`config.mk`:
```
export PLATFORM = sky130hd
export DESIGN_NAME = pmem_line_responder_flat
export DESIGN_NICKNAME = d
export VERILOG_FILES = /design/src/rtl/pmem_line_responder_pkg.sv /design/src/rtl/pmem_line_responder_if.sv /design/src/rtl/pmem_line_responder_line_beat_buffer.sv /design/src/rtl/pmem_line_responder.sv /design/src/flat_wrapper.sv
export SDC_FILE = /design/constraint.sdc
export NUM_CORES = 1
export LEC_CHECK = 0
export CAP_MARGIN = 20
export CORE_MARGIN = 4
export CORE_UTILIZATION = 35
export CTS_BUF_LIST = sky130_fd_sc_hd__clkbuf_4 sky130_fd_sc_hd__clkbuf_8 sky130_fd_sc_hd__clkbuf_16
export DETAILED_ROUTE_END_ITERATION = 7
export GPL_TIMING_DRIVEN = 0
export PLACE_DENSITY = 0.53
export SLEW_MARGIN = 20
export SYNTH_ARGS = -nofsm -noshare
export SYNTH_HDL_FRONTEND = slang
export SYNTH_SLANG_ARGS = --single-unit
```
`constraint.sdc`:
```
create_clock -name clk -period 4.9 [get_ports clk]
set_input_delay 0.98 -clock clk [delete_from_list [all_inputs] [get_ports clk]]
set_output_delay 0.98 -clock clk [all_outputs]
set_load 0.1 [all_outputs]
```
`src/rtl/pmem_line_responder_pkg.sv`:
```
// Shared types and constants for the physical-memory line responder.
package pmem_line_responder_pkg;

  localparam int unsigned LineWidth = 128;
  localparam int unsigned AddrWidth = 16;

  typedef logic [11:0] lc3b_line_addr;

  typedef enum logic [1:0] {
    StIdle,
    StRdBurst,
    StWrBurst,
    StResp
  } lc3b_pmem_state;

endpackage

```
`src/rtl/pmem_line_responder_if.sv`:
```
// Line-request side and backing-memory burst side of the responder, bundled as one bus.
interface pmem_line_responder_if #(
  parameter int unsigned BEAT_WIDTH = 64
);
  logic [15:0]           pmem_address;
  logic                  pmem_read;
  logic                  pmem_write;
  logic [127:0]          pmem_wdata;
  logic [127:0]          pmem_rdata;
  logic                  pmem_resp;
  logic [15:0]           mem_address;
  logic                  mem_read;
  logic                  mem_write;
  logic [BEAT_WIDTH-1:0] mem_wdata;
  logic [BEAT_WIDTH-1:0] mem_rdata;
  logic                  mem_beat;

  // Requester plus backing memory.
  modport master (
    output pmem_address, pmem_read, pmem_write, pmem_wdata, mem_rdata, mem_beat,
    input  pmem_rdata, pmem_resp, mem_address, mem_read, mem_write, mem_wdata
  );

  // The responder itself.
  modport slave (
    input  pmem_address, pmem_read, pmem_write, pmem_wdata, mem_rdata, mem_beat,
    output pmem_rdata, pmem_resp, mem_address, mem_read, mem_write, mem_wdata
  );
endinterface

```
`src/rtl/pmem_line_responder_line_beat_buffer.sv`:
```
// Line assembly/hold register with a beat counter selecting the active slice.
module pmem_line_responder_line_beat_buffer
  import pmem_line_responder_pkg::*;
#(
  parameter int unsigned BEATS      = 2,
  parameter int unsigned BEAT_WIDTH = 64,
  localparam int unsigned CntWidth  = (BEATS > 1) ? $clog2(BEATS) : 1
) (
  input  logic                  clk,
  input  logic                  rst_n,
  input  logic                  load,
  input  logic [LineWidth-1:0]  load_line,
  input  logic                  capture,
  input  logic [BEAT_WIDTH-1:0] beat_in,
  input  logic                  cnt_clr,
  input  logic                  cnt_inc,
  output logic [LineWidth-1:0]  line,
  output logic [LineWidth-1:0]  assembled,
  output logic [BEAT_WIDTH-1:0] beat_out,
  output logic                  last
);

  logic [LineWidth-1:0] line_q;
  logic [CntWidth-1:0]  cnt_q;

  // Current line with the incoming beat merged in; lets the last beat complete the line
  // in the same cycle it arrives.
  always_comb begin
    assembled = line_q;
    assembled[int'(cnt_q)*BEAT_WIDTH +: BEAT_WIDTH] = beat_in;
  end

  assign line     = line_q;
  assign beat_out = line_q[int'(cnt_q)*BEAT_WIDTH +: BEAT_WIDTH];
  assign last     = (cnt_q == CntWidth'(BEATS - 1));

  always_ff @(posedge clk or negedge rst_n) begin
    if (!rst_n) begin
      line_q <= '0;
      cnt_q  <= '0;
    end else begin
      if (load) begin
        line_q <= load_line;
      end else if (capture) begin
        line_q <= assembled;
      end
      if (cnt_clr) begin
        cnt_q <= '0;
      end else if (cnt_inc) begin
        cnt_q <= cnt_q + 1'b1;
      end
    end
  end

endmodule

```
`src/rtl/pmem_line_responder.sv`:
```
// Line-to-burst responder with a one-line read buffer kept coherent by write-through.
module pmem_line_responder
  import pmem_line_responder_pkg::*;
#(
  parameter int unsigned BEATS      = 2,
  parameter int unsigned BEAT_WIDTH = 64
) (
  input logic                   clk,
  input logic                   rst_n,
  pmem_line_responder_if.slave  bus
);

  lc3b_pmem_state       state_q;
  lc3b_line_addr        line_addr_q;
  lc3b_line_addr        buf_tag_q;
  logic                 buf_valid_q;
  logic [LineWidth-1:0] buf_data_q;
  logic [LineWidth-1:0] rdata_q;

  logic                 bb_load;
  logic                 bb_capture;
  logic                 bb_cnt_clr;
  logic                 bb_cnt_inc;
  logic [LineWidth-1:0] bb_line;
  logic [LineWidth-1:0] bb_assembled;
  logic [BEAT_WIDTH-1:0] bb_beat_out;
  logic                 bb_last;

  logic                 req_hit;
  logic                 burst_beat;
  logic                 unused_offset;

  assign unused_offset = ^bus.pmem_address[3:0];

  assign req_hit    = buf_valid_q && (buf_tag_q == bus.pmem_address[15:4]);
  assign burst_beat = bus.mem_beat && ((state_q == StRdBurst) || (state_q == StWrBurst));

  always_comb begin
    bb_load    = (state_q == StIdle) && bus.pmem_write;
    bb_capture = (state_q == StRdBurst) && bus.mem_beat;
    bb_cnt_inc = burst_beat;
    bb_cnt_clr = burst_beat && bb_last;
  end

  pmem_line_responder_line_beat_buffer #(
    .BEATS      (BEATS),
    .BEAT_WIDTH (BEAT_WIDTH)
  ) u_beat_buffer (
    .clk       (clk),
    .rst_n     (rst_n),
    .load      (bb_load),
    .load_line (bus.pmem_wdata),
    .capture   (bb_capture),
    .beat_in   (bus.mem_rdata),
    .cnt_clr   (bb_cnt_clr),
    .cnt_inc   (bb_cnt_inc),
    .line      (bb_line),
    .assembled (bb_assembled),
    .beat_out  (bb_beat_out),
    .last      (bb_last)
  );

  always_ff @(posedge clk or negedge rst_n) begin
    if (!rst_n) begin
      state_q     <= StIdle;
      line_addr_q <= '0;
      buf_tag_q   <= '0;
      buf_valid_q <= 1'b0;
      buf_data_q  <= '0;
      rdata_q     <= '0;
    end else begin
      unique case (state_q)
        StIdle: begin
          // Write takes priority when both requests are raised.
          if (bus.pmem_write) begin
            line_addr_q <= bus.pmem_address[15:4];
            state_q     <= StWrBurst;
          end else if (bus.pmem_read && req_hit) begin
            rdata_q <= buf_data_q;
            state_q <= StResp;
          end else if (bus.pmem_read) begin
            line_addr_q <= bus.pmem_address[15:4];
            state_q     <= StRdBurst;
          end
        end
        StRdBurst: begin
          if (bus.mem_beat && bb_last) begin
            buf_tag_q   <= line_addr_q;
            buf_data_q  <= bb_assembled;
            buf_valid_q <= 1'b1;
            rdata_q     <= bb_assembled;
            state_q     <= StResp;
          end
        end
        StWrBurst: begin
          if (bus.mem_beat && bb_last) begin
            if (buf_valid_q && (buf_tag_q == line_addr_q)) begin
              buf_data_q <= bb_line;
            end
            state_q <= StResp;
          end
        end
        StResp: begin
          state_q <= StIdle;
        end
        default: begin
          state_q <= StIdle;
        end
      endcase
    end
  end

  assign bus.pmem_rdata  = rdata_q;
  assign bus.pmem_resp   = (state_q == StResp);
  assign bus.mem_address = {line_addr_q, 4'h0};
  assign bus.mem_read    = (state_q == StRdBurst);
  assign bus.mem_write   = (state_q == StWrBurst);
  assign bus.mem_wdata   = bb_beat_out;

endmodule
```
`src/flat_wrapper.sv`:
```
// flat-port wrapper written by rule: the top's interface ports become plain ports
module pmem_line_responder_flat import pmem_line_responder_pkg::*;
#(
  parameter int unsigned BEATS      = 2,
  parameter int unsigned BEAT_WIDTH = 64
)
  (clk, rst_n, bus_pmem_address, bus_pmem_read, bus_pmem_write, bus_pmem_wdata, bus_mem_rdata, bus_mem_beat, bus_pmem_rdata, bus_pmem_resp, bus_mem_address, bus_mem_read, bus_mem_write, bus_mem_wdata);
  pmem_line_responder_if #(.BEAT_WIDTH(BEAT_WIDTH)) bus_i ();
  input logic clk;
  input logic rst_n;
  input wire logic [$bits(bus_i.pmem_address)-1:0] bus_pmem_address;
  input wire logic [$bits(bus_i.pmem_read)-1:0] bus_pmem_read;
  input wire logic [$bits(bus_i.pmem_write)-1:0] bus_pmem_write;
  input wire logic [$bits(bus_i.pmem_wdata)-1:0] bus_pmem_wdata;
  input wire logic [$bits(bus_i.mem_rdata)-1:0] bus_mem_rdata;
  input wire logic [$bits(bus_i.mem_beat)-1:0] bus_mem_beat;
  output wire logic [$bits(bus_i.pmem_rdata)-1:0] bus_pmem_rdata;
  output wire logic [$bits(bus_i.pmem_resp)-1:0] bus_pmem_resp;
  output wire logic [$bits(bus_i.mem_address)-1:0] bus_mem_address;
  output wire logic [$bits(bus_i.mem_read)-1:0] bus_mem_read;
  output wire logic [$bits(bus_i.mem_write)-1:0] bus_mem_write;
  output wire logic [$bits(bus_i.mem_wdata)-1:0] bus_mem_wdata;
  assign bus_i.pmem_address = bus_pmem_address;
  assign bus_i.pmem_read = bus_pmem_read;
  assign bus_i.pmem_write = bus_pmem_write;
  assign bus_i.pmem_wdata = bus_pmem_wdata;
  assign bus_i.mem_rdata = bus_mem_rdata;
  assign bus_i.mem_beat = bus_mem_beat;
  assign bus_pmem_rdata = bus_i.pmem_rdata;
  assign bus_pmem_resp = bus_i.pmem_resp;
  assign bus_mem_address = bus_i.mem_address;
  assign bus_mem_read = bus_i.mem_read;
  assign bus_mem_write = bus_i.mem_write;
  assign bus_mem_wdata = bus_i.mem_wdata;
  pmem_line_responder #(.BEATS(BEATS), .BEAT_WIDTH(BEAT_WIDTH)) u_core (.clk(clk), .rst_n(rst_n), .bus(bus_i));
endmodule
```
==> flow_metrics.tcl, run 1 <==
set metrics [dict create \
    start_util_pct 35.4 \
    die_width_um 271 \
    drt_drc_violations_left 0 \
    async_flop_share_pct 100 \
    fin_worst_skew_ns 0.0159 \
    synth_edf_count 0 \
    path_max_fanout 20 \
    min_period_over_period_pct 94.5 \
    grt_pass1_wl_mm 142 \
    cts.path.max_buffers 3 \
    fill_cells 6539 \
    grt_usage_pct 25.0 \
    maxCapViolCount 0 \
    rr_worst_depth 11 \
    r2r_setup_slack_ns 1.22 \
    top_layer "met4" \
    dr_wl_met3_mm 6.35 \
    core_area_sq_mm 0.0687 \
    synthCells 2462 \
    instances_no_fill 3909 \
    wl_per_cell_um 24.3 \
    synth_top_cell_area_share_pct 42.4 \
    dp.cells 3816 \
    die_y_um 271 \
    critPathRequiredTime_ns 3.92 \
    ys_ff_latch 412 \
    wirelength_met1_mm 41.1 \
    routed_via_density 5.51 \
    ant_nets 0 \
    dieArea_sq_mm 0.0737 \
    gp_congestion 0.857 \
    nets 3156 \
    synth_area_leaders "dfrtp_1 (42%), mux2_2 (16%), mux2i_1 (11%), a21oi_1 (5.3%), nand2_1 (4.0%)" \
    pin_count 424 \
    cts_buffers 52 \
    grt_overflow 0 \
    antenna_found_initial 4 \
    min_period_ns 4.63 \
    cts_tree "done" \
    tightest_slew_ns 1.20 \
    r2r-start "u_core.state_q[0]" \
    grt_max_degree 91 \
    drive_gt1_share_pct 19.0 \
    cp-start-kind "flop" \
    drtIter0Drc 1642 \
    finalWirelength_mm 95.1 \
    port_buffers 415 \
    place_hpwl_mm 70.4 \
    max_freq_mhz 216 \
    cp.arrival_ns 3.65 \
    yosys_warnings 0 \
    avgSynthCellArea_sq_um 9.87 \
    hold_path.class "input pin to async pin" \
    max-slew-margin-rel_pct 19.8 \
    r2r_end "u_core.bus.pmem_rdata[91]" \
    wl_met2_mm 44.1 \
    clk_latency_ns 0.60 \
    synth_area_sq_mm 0.0243 \
    synth_area_leader_cell "dfrtp_1" \
    slew_viol_final 0 \
    area_growth_syn_to_layout_pct 29.8 \
    vias 21539 \
    htreeDepth 2 \
    grt_pass1_vias 22191 \
    netlist-cell-type-count 33 \
    cts_sinks 412 \
    finalSetupViolCount 0 \
    status "complete, no violations" \
    cts-root-buf "clkbuf_16" \
    fin_setup_tns_ns 0 \
    hold_viol 0 \
    num_rows 96 \
    rsz0062_at_grt "no" \
    dr.pass1.iters 7 \
    critical_path_class "flop to output pin" \
    cts.clk_slew.worst_paths_ns 0.06 \
    cp-end-kind "output pin" \
    synthFlopType "dfrtp_1" \
    ys_seq_area_share_pct 42.4 \
    postLayoutCoreUtil_pct 45.9 \
]
[critical path, stage by stage (launching register included)]
cell and delay, ns:
dfrtp_1 0.32, buf_4 0.35, clkbuf_1 0.36, buf_6 0.23
buf_2 0.35, mux2_2 0.26, clkdlybuf4s50_1 1.14
[synth_stat cells (all sizes together) (2+ instances only)]
cell,count
o211ai,128
ha,5
dfrtp,412
nand2,261
inv,4
mux2i,256
xor2,18
xnor2,7
nand3,130
nand3b,2
mux2,344
nor4,4
clkbuf,99
nand2b,2
nor2,132
nand4,3
a21oi,259
o21a,128
o21ai,131
buf,128
[area by class of cell]
type,instances,area (sq um),share of cell area (%)
clock inverter,9,128,0.405
buffer,226,1120,3.56
timing repair buffer,420,4280,13.6
antenna,2,5.00,0.0159
clock buffer,83,1650,5.24
tap,931,1160,3.69
inverter,4,15.0,0.0476
sequential,412,10300,32.7
multi-input combinational,1822,12900,40.8
[layout by cell type, fill, tap and decap left out, types with 2 or more instances in the layout]
cell and instances:
dfrtp_1 412, xor2_1 18, buf_1 11, inv_6 2
nand3_1 130, xnor2_1 7, ha_1 5, mux2_2 344
nand2_1 261, clkinv_2 4, nor4_1 4, clkbuf_2 4
nand2b_1 2, o21a_1 128, nand4_1 3, clkbuf_4 14
buf_4 19, clkbuf_1 94, nor2_1 131, clkbuf_16 53
clkbuf_8 16, o211ai_1 128, inv_1 4, conb_1 4
buf_2 87, mux2i_1 256, nand3b_1 2, o21ai_0 131
diode_2 2, clkdlybuf4s50_1 413, buf_16 4, a21oi_1 259
buf_6 13, bufinv_16 3
[per-stage QoR]
stage	area (sq um)	worst slack (ns)	hold WS (ns)
3_3_place_gp	29600	-16.57	0.490
4_1_cts	31500	0.191	0.421
3_5_place_dp	29800	0.0628	0.496
5_1_grt	31500	0.170	0.453
6_report	31500	0.268	0.411
2_1_floorplan	24300	2.02	0.449
[flip-flops by register name, indices dropped and copies added (netlist names)]
name,cells
u_core.line_addr_q,12
u_core.u_beat_buffer.line,128
u_core.u_beat_buffer.last,1
u_core.buf_valid_q,1
u_core.state_q,2
u_core.buf_tag_q,12
u_core.bus.pmem_rdata,128
u_core.buf_data_q,128
[how the worst max path moves through the flow]
stage / start / to / slack [ns] / cells past startpoint
finish: u_core.u_beat_buffer.last / bus_mem_wdata[6] / 0.27 / 6
global route: u_core.u_beat_buffer.last / bus_mem_wdata[7] / 0.17 / 6
CTS: u_core.u_beat_buffer.last / bus_mem_wdata[7] / 0.19 / 6
detailed placement: u_core.u_beat_buffer.last / bus_mem_wdata[7] / 0.06 / 7
global placement: rst_n / u_core.bus.pmem_rdata[91] / -16.57 / 1
floorplan: u_core.state_q[0] / u_core.buf_data_q[100] / 2.02 / 9
[repair_timing]
item                                    CTS  global route
endpoints found under the setup margin   64             0
gates resized for setup                   0             0
hold buffers                              0             0
buffers inserted                          0             0
[kinds of logic (layout without fill, tap and decap cells)]
| kind of cell | Yosys count | count (layout) | synth area share, % |
|---|---|---|---|
| compound gates | 650 | 650 | 16.1 |
| other cells | 1 | 6 | 0.0154 |
| xor+xnor | 25 | 25 | 0.901 |
| fa+ha+maj | 5 | 5 | 0.257 |
| simple gates | 538 | 538 | 9.15 |
| buf+inv | 231 | 742 | 4.68 |
| mux | 600 | 600 | 26.5 |
| flops | 412 | 412 | 42.4 |
[layer usage]
metal / global-route usage (%) / vias to the layer above
met2: 40.6 / 797
met5: 0 / -
met4: 9.09 / 0
met3: 4.75 / 169
li1: - / 9779
met1: 33.4 / 10794
Power of run 1 is left out: the tool's default activity adds up to more than one toggle a clock period on the data nets, which glitch-free logic cannot reach.
==> run 2, diff against run 1 <==
==> constraint.sdc (replaced) <==
create_clock -name clk -period 5.2 [get_ports clk]
set_input_delay 1.04 -clock clk [delete_from_list [all_inputs] [get_ports clk]]
set_output_delay 1.04 -clock clk [all_outputs]
set_load 0.1 [all_outputs]
==> results of run 2 <==
Same layout as run 1 (identical final DEF). Status: complete, no violations.
Among the figures that moved: setup slack after placement 0.0628 ns -> 0.303 ns; setup slack after layout 0.268 ns -> 0.508 ns; hold slack 0.411 ns -> 0.471 ns; register-to-register setup slack 1.22 ns -> 1.52 ns
Power of run 2 is left out for the same reason.
